===== src/rtl/riscv_pkg.sv =====
// Shared writeback definitions: select codes and the queued result entry layout.
package riscv_pkg;

  localparam logic [1:0] WB_SEL_ALU = 2'b01;
  localparam logic [1:0] WB_SEL_MEM = 2'b10;

  typedef struct packed {
    logic        src;
    logic [31:0] data;
  } wb_entry_t;

  function automatic logic is_result_sel(input logic [1:0] sel);
    return (sel == WB_SEL_ALU) || (sel == WB_SEL_MEM);
  endfunction

endpackage


===== src/rtl/sync_fifo.sv =====
// Generic single-clock FIFO; occupancy is tracked by a level counter so full/empty
// never depend on pointer comparison. A push while full is accepted only with a pop.
module sync_fifo #(
  parameter int DEPTH = 4,
  parameter int WIDTH = 33
) (
  input  logic                     clk,
  input  logic                     reset,
  input  logic                     push_i,
  input  logic                     pop_i,
  input  logic [WIDTH-1:0]         wdata_i,
  output logic [WIDTH-1:0]         rdata_o,
  output logic                     full_o,
  output logic                     empty_o,
  output logic                     push_ok_o,
  output logic [$clog2(DEPTH):0]   level_o
);

  localparam int AW = $clog2(DEPTH);
  localparam int LW = AW + 1;

  logic [WIDTH-1:0] mem [DEPTH];
  logic [AW-1:0]    wr_ptr_q, wr_ptr_d;
  logic [AW-1:0]    rd_ptr_q, rd_ptr_d;
  logic [LW-1:0]    level_q, level_d;
  logic             pop_ok;

  assign full_o    = (level_q == LW'(DEPTH));
  assign empty_o   = (level_q == '0);
  assign pop_ok    = pop_i && !empty_o;
  assign push_ok_o = push_i && (!full_o || pop_ok);

  always_comb begin
    wr_ptr_d = wr_ptr_q + AW'(push_ok_o);
    rd_ptr_d = rd_ptr_q + AW'(pop_ok);
    level_d  = level_q + LW'(push_ok_o) - LW'(pop_ok);
  end

  always_ff @(posedge clk or posedge reset) begin
    if (reset) begin
      wr_ptr_q <= '0;
      rd_ptr_q <= '0;
      level_q  <= '0;
    end else begin
      wr_ptr_q <= wr_ptr_d;
      rd_ptr_q <= rd_ptr_d;
      level_q  <= level_d;
    end
  end

  // Storage is deliberately left out of reset so it can map onto plain RAM.
  always_ff @(posedge clk) begin
    if (push_ok_o) mem[wr_ptr_q] <= wdata_i;
  end

  assign rdata_o = mem[rd_ptr_q];
  assign level_o = level_q;

endmodule


===== src/rtl/result_drain.sv =====
// Queues tagged writeback results for a valid/ready consumer, flagging dropped
// results with a sticky overflow bit and counting completed handshakes.
module result_drain
  import riscv_pkg::*;
#(
  parameter int DEPTH = 4,
  parameter int CNT_W = 16
) (
  input  logic                   clk,
  input  logic                   reset,
  input  logic [31:0]            wb_data,
  input  logic [1:0]             wb_sel,
  input  logic                   wb_flag,
  input  logic                   clr_ovf,
  output logic [31:0]            out_data,
  output logic                   out_src,
  output logic                   out_valid,
  input  logic                   out_ready,
  output logic                   ovf,
  output logic [$clog2(DEPTH):0] level,
  output logic [CNT_W-1:0]       delivered
);

  wb_entry_t        wr_entry, rd_entry;
  logic             push_req, pop, full, empty, push_ok, drop;
  logic             ovf_q, ovf_d;
  logic [CNT_W-1:0] delivered_q, delivered_d;

  assign push_req      = wb_flag && is_result_sel(wb_sel);
  assign wr_entry.src  = (wb_sel == WB_SEL_MEM);
  assign wr_entry.data = wb_data;
  assign pop           = out_valid && out_ready;
  assign drop          = push_req && !push_ok;

  sync_fifo #(
    .DEPTH (DEPTH),
    .WIDTH ($bits(wb_entry_t))
  ) u_fifo (
    .clk       (clk),
    .reset     (reset),
    .push_i    (push_req),
    .pop_i     (pop),
    .wdata_i   (wr_entry),
    .rdata_o   (rd_entry),
    .full_o    (full),
    .empty_o   (empty),
    .push_ok_o (push_ok),
    .level_o   (level)
  );

  // A drop in the same cycle as a clear keeps the flag set.
  always_comb begin
    ovf_d       = ovf_q;
    if (clr_ovf) ovf_d = 1'b0;
    if (drop)    ovf_d = 1'b1;
    delivered_d = delivered_q + CNT_W'(pop);
  end

  always_ff @(posedge clk or posedge reset) begin
    if (reset) begin
      ovf_q       <= 1'b0;
      delivered_q <= '0;
    end else begin
      ovf_q       <= ovf_d;
      delivered_q <= delivered_d;
    end
  end

  assign out_valid = !empty;
  assign out_data  = rd_entry.data;
  assign out_src   = rd_entry.src;
  assign ovf       = ovf_q;
  assign delivered = delivered_q;

  logic unused_full;
  assign unused_full = full;

endmodule


===== config.mk =====
export PLATFORM = sky130hd
export DESIGN_NAME = result_drain
export DESIGN_NICKNAME = d
export VERILOG_FILES = /design/src/rtl/riscv_pkg.sv /design/src/rtl/sync_fifo.sv /design/src/rtl/result_drain.sv
export SDC_FILE = /design/constraint.sdc
export NUM_CORES = 1
export LEC_CHECK = 0
export CAP_MARGIN = 20
export CORE_ASPECT_RATIO = 0.5
export CORE_MARGIN = 2
export CORE_UTILIZATION = 57
export CTS_BUF_LIST = sky130_fd_sc_hd__clkbuf_4 sky130_fd_sc_hd__clkbuf_8 sky130_fd_sc_hd__clkbuf_16
export DETAILED_ROUTE_END_ITERATION = 7
export PLACE_DENSITY = 0.84
export SYNTH_ARGS = -nofsm -noshare
export SYNTH_HDL_FRONTEND = slang
export SYNTH_SLANG_ARGS = --single-unit

===== constraint.sdc =====
create_clock -name clk -period 11.4 [get_ports clk]
set_input_delay 2.28 -clock clk [delete_from_list [all_inputs] [get_ports clk]]
set_output_delay 2.28 -clock clk [all_outputs]
set_load 0.02 [all_outputs]

# --- Word-level counts from Yosys, hierarchy flattened ---
# Memories as Yosys holds them, arrays and structs flattened.
# Cells that the tools add are included.
totals:
  ram_bits: 132
  n_memories: 1
  reg_bits: 24
  mem_bits_ro: 0
  out_inout_bits: 54
  latch_bits: 0
memory_table:
  columns: ["name", "words", "word_bits", "rd", "rd_clocked_by_memory_dff", "write_ports", "line", "text"]
  rows:
  - ["u_fifo.mem", 4, 33, 1, 0, 1, "sync_fifo.sv:22", "logic [WIDTH-1:0] mem [DEPTH];"]
classes:
  div: 0
  multipliers: 0
  n_shift: 0
  n_mux: 4
  addsub: 5
  n_bitwise: 0
  n_lt_le_gt_ge: 0
  reduce_logical: 12
  n_eq_ne: 3
ops:
  columns: ["operator", "n"]
  rows:
  - ["16-bit by 1-bit adder with 16-bit output", 1]
  - ["1-bit logical AND", 5]
  - ["2-bit by 1-bit adder with 2-bit output", 2]
  - ["1-bit 2-to-1 mux", 4]
  - ["3-bit by 1-bit adder with 3-bit output", 1]
  - ["3-bit == test, second input constant", 1]
  - ["1-bit logical NOT", 3]
  - ["3-bit logical NOT", 1]
  - ["3-bit by 1-bit subtractor with 3-bit output", 1]
  - ["2-bit by 1-bit == test with 1-bit output, second input constant", 1]
  - ["2-bit == test, second input constant", 1]
  - ["1-bit logical OR", 2]
  - ["2-bit nonzero test", 1]

# --- Depth between registers and ports, before layout ---
depth:
  word_depth: 9
  mapped_depth: 8
  depth_no_buf: 8

# --- Modules after synthesis ---
# From an unflattened synthesis, not the netlist that was laid out.
hier_totals:
  cells_unflattened: 272
  area_unflattened_um2: 6007.0
by_module_without_submodules:
  columns: ["module", "instances", "cells_per_inst", "seq_area_each_um2", "area_each_um2"]
  rows:
  - ["sync_fifo", 1, 206, 4139.0, 5200.0]
  - ["result_drain", 1, 66, 425.4, 807.0]

# --- Worst setup path after synthesis ---
# No wires, ideal clock.
synth_timing:
  path_type: "in2reg"
  from: "input port wb_sel[0]"
  to: "memory u_fifo.mem[1][0], enable pin"
  arrival_time_ps: 5255
  path_stages: 4
  path_slack_ps: 5674
  setup_ps: 471
  required_ps: 10929
  n_path_buf: 0
  path_cell_list: "inv_1 > ha_1 > nand3b_4 > nor3b_1"
synth_via:
  elab_chain_cells: 6
  elab_cells_between_ends: 7
  classes_between: "eq/ne: 2; mux: 2; reduce/logical: 3"
synth_lines:
  columns: ["item", "line", "text"]
  rows:
  - ["from (decl)", "result_drain.sv:12", "input logic [1:0] wb_sel,"]
  - ["2-bit by 1-bit == test with 1-bit output / 2-bit == test (equally long branches)", "riscv_pkg.sv:13", "return (sel == WB_SEL_ALU) || (sel == WB_SEL_MEM);"]
  - ["1-bit logical OR *", "riscv_pkg.sv:13", null]
  - ["1-bit logical AND *", "result_drain.sv:29", "assign push_req = wb_flag && is_result_sel(wb_sel);"]
  - ["1-bit logical AND *", "sync_fifo.sv:31", "assign push_ok_o = push_i && (!full_o || pop_ok);"]
  - ["1-bit 2-to-1 mux *", "sync_fifo.sv:53", "if (push_ok_o) mem[wr_ptr_q] <= wdata_i;"]
  - ["1-bit 2-to-1 mux (implied by the code) *", "sync_fifo.sv:53", null]
  - ["to (decl)", "sync_fifo.sv:22", null]
# Mark *: on every way between the ends. The rest lies on a longest branch, timed or not.

# --- Worst setup path after layout ---
layout_timing:
  from: "register u_fifo.rd_ptr_q[1]"
  to: "output port out_data[31]"
layout_via:
  elab_chain_cells: 1
layout_lines:
  columns: ["item", "line", "text"]
  rows:
  - ["from (decl)", "sync_fifo.sv:24", "logic [AW-1:0] rd_ptr_q, rd_ptr_d;"]
  - ["from (signal assigned)", "sync_fifo.sv:46", "rd_ptr_q <= rd_ptr_d;"]
  - ["memory 4 x 33 bit", null, null]
  - ["to (decl)", "result_drain.sv:15", "output logic [31:0] out_data,"]
# No other way between the ends.

==> results.md <==
Synthesis:
- Of the synthesized area, sequential elements account for 0.773.
- Averaged over all synthesized cells, the footprint is 22.1 um^2.
- The cell type with the largest total area after synthesis is edfxtp_1.
- The number of distinct library cell variants in the gate-level netlist after synthesis is 27.
- During synthesis, Yosys emitted a total of 0 warnings.
- By area the synthesized netlist is led by edfxtp_1 67%, mux4_2 13%, dfrtp_1 10%.
- The post-synth design cell area is 5910 um^2.
- The share of the synthesized area in the top cell type is 0.671.
- The synthesized design contains 156 register bits.
- The synthesized netlist net count is 314.
- The number of cells produced by synthesis is approximately 270.

Setup path:
- The largest fanout on the critical path is 20.
- The worst register-to-register path begins at u_fifo.level_o[1].
- Measured in cells, the most critical reg-to-reg path has a length of 8.
- The reg-to-reg endpoint is u_fifo.level_o[2].
- The start point of the critical path is u_fifo.rd_ptr_q[1].
- The worst path arrival time is between 2000 and 3000 ps.
- The termination of the worst setup path is out_data[31].
- The flop-to-flop setup slack is about 9000 ps.
- The worst setup path is captured at an output pin.
- By startpoint and endpoint, the worst setup path is classified as reg2out.
- The worst path required time is 9120 ps.
- The worst setup path is launched from a register.

Global routing:
- The initial antenna violation count is 0.
- In the global route stage, overall resource usage came out at 0.206.
- The first global-routing pass estimated 17000 um of wire.
- The largest net degree at the start of global routing is 34.
- The final global-route overflow total is 0.
- The via count of the first global-routing pass was 3186.

Timing:
- Setup repair after global routing left no endpoint under its margin.
- Once routing completed, OpenROAD measured the worst setup slack at 6530 ps.
- The count of pins over their slew limit is 0.
- The post-route clock skew is roughly 5.8 ps.
- Static timing analysis puts the maximum clock frequency at 206 MHz.
- At the pin with the least slew margin, the transition time is 942 ps.
- For the final routed database, the setup TNS stands at 0 ps.
- Final hold analysis gives a worst-case slack of 488 ps.
- The share of the cycle needed by the critical path after routing is 0.427.
- The final hold violation count is 0.
- The max-slew headroom at the worst pin is 0.371.
- The routed design could run at a clock period as short as 4870 ps.
- The final count of negative-setup-slack endpoints is 0.

Cells and area:
- Counting the fill cells in the layout gives 579.
- The library cell used most frequently in the layout, excluding fill and tap cells, is edfxtp_1.
- The finished cells cover ~7600 um^2.
- The share of layout cells above drive strength 1 is 0.214.
- In the layout the commonest cells are 132 x edfxtp_1, 92 x clkdlybuf4s50_1, 33 x mux4_2.
- The antenna diode count is 0.
- The finished layout holds approximately 530 standard cells, fillers aside.
- For this run, the post-layout net count is about 420.
- The utilization after layout is 0.747.
- The area added between synthesis and finish is 28.3%.

Clock network:
- The number of gates resized after cts is 0.
- The hold buffer count at CTS is 0.
- Clock latency on the worst-skew pair, taken at its later pin, is around 420 ps.
- Once the clock tree was built, the setup fixing pass inserted 0 buffers.
- TritonCTS built the clock tree.
- The deepest level of the CTS H-tree is 4.
- The longest clock path from root to sink contains 2 buffers.
- The clock edge transition at the registers on the reported setup and hold paths is 60 ps.
- The number of sinks handled by clock tree synthesis is 156.
- Buffers inserted during clock tree synthesis total 17.
- The library cell used as clock root buffer is clkbuf_16.

Detailed routing:
- The average wire per cell in the routed design is 20.3 um.
- The count of nets left with antenna violations once routing finished came out at 0.
- In the routed layout, each cell is associated on average with a via count of ~5.4.
- The vias after detailed routing is 2872.
- The first routing iteration left between 100 and 150 violations.
- The total routed wirelength is 10700 um.
- The first TritonRoute pass finished after 4 iterations.
- The number of remaining DRC errors is 0.

Placed design:
- Routability-driven placement finished with a final weighted congestion of 0.750.
- The HPWL after detailed placement is 6750 um.
- Once placement completed, the tool counted placed cells totaling 496.
- Port buffering added 92 buffers.
- The standard cell area after detailed placement is 7020 um^2.
- The setup slack at placement is 6820 ps.

Die:
- The die width is 148 um.
- The total area inside the core boundary comes to between 10000 and 15000 um^2.
- The initial core utilization is 0.582.
- The die outline area is between 10000 and 15000 um^2.
- The vertical die dimension is 76.0 um.
- The cell row count is 26.
- The number of I/O pins is between 90 and 100.

Power and ir drop:
- The design draws 1.87 mW.
- The worst voltage drop across the vdd grid is 0.000154 V.
- Dividing total power by cell area gives a power density of between 200 and 250 nW/um^2.
- The leakage power is between 2 and 3 nW.

Run:
- Across the run, the number of max-cap violations was 0.

Outcome:
- The run finished with clean final reports.

Worst hold path:
- The min-delay analysis places its worst path in the category reg2reg.
[registers in the layout, summed over array words and instances (netlist names)]
name / count
delivered: 16
ovf: 1
u_fifo.level_o: 3
u_fifo.mem: 132
u_fifo.rd_ptr_q: 2
u_fifo.wr_ptr_q: 2
[power breakdown]
group,internal [mW],switching (mW)
Combinational,0.306,0.277
Clock,0.285,0.235
Sequential,0.701,0.0677
[cells by family (layout without fill, tap and decap cells)]
family	count (synthesis)	in the layout	synth area share
AOI/OAI and AO/OA	1	1	0.00148
muxes	33	33	0.126
DFF	156	156	0.773
adders and majority gates	8	8	0.0182
and+or+nand+nor	33	33	0.0409
buffers and inverters	18	139	0.0140
xor gates and xnor gates	18	18	0.0267
[cells in the mapped netlist]
master,instances
edfxtp_1,132
mux4_2,33
dfrtp_1,24
xor2_1,14
inv_1,9
ha_1,7
nand2_1,5
nand3_1,4
nor2_1,4
nor3_1,4
nor4_2,4
xnor2_1,4
buf_2,3
buf_4,3
and2_1,2
clkbuf_1,2
nand4_1,2
nor3b_1,2
and3_1,1
fa_1,1
inv_2,1
nand3_2,1
nand3b_4,1
nand4_4,1
o32ai_1,1
or3_1,1
or4b_4,1
[worst max-delay path, cell delays in order, from the launching register on]
cell	delay, ps
dfrtp_1	780
buf_4	430
mux4_2	400
clkdlybuf4s50_1	560
[worst min-delay path by stage]
stage                                  start                 end  slack (ps)  depth (start not counted)
after floorplan           u_fifo.rd_ptr_q[0]  u_fifo.rd_ptr_q[0]         470                          1
after global placement         delivered[15]       delivered[15]         460                          1
after detailed placement       delivered[15]       delivered[15]         480                          1
after CTS                      delivered[15]       delivered[15]         500                          1
after global routing           delivered[15]       delivered[15]         520                          1
final                          delivered[15]       delivered[15]         490                          1
[layout make-up]
class,instances,area (um^2),area share
Multi-Input combinational cell,93,1270,0.168
Clock inverter,15,128,0.0168
Sequential cell,156,4570,0.603
Tap cell,140,175,0.0231
Clock buffer,17,425,0.0561
Timing Repair Buffer,97,971,0.128
Inverter,10,37.5,0.00495
[routing by layer]
| metal | global-route usage | part of all wire | wire [um] | vias up |
|---|---|---|---|---|
| met3 | 0.0623 | 0.062 | 662 | 24 |
| met5 | 0 | 0 | 0 | - |
| met1 | 0.251 | 0.40 | 4270 | 1445 |
| met4 | 0.111 | 0.030 | 327 | 0 |
| met2 | 0.339 | 0.51 | 5470 | 105 |
| li1 | - | - | - | 1298 |
(Power assumes the default switching activity.)
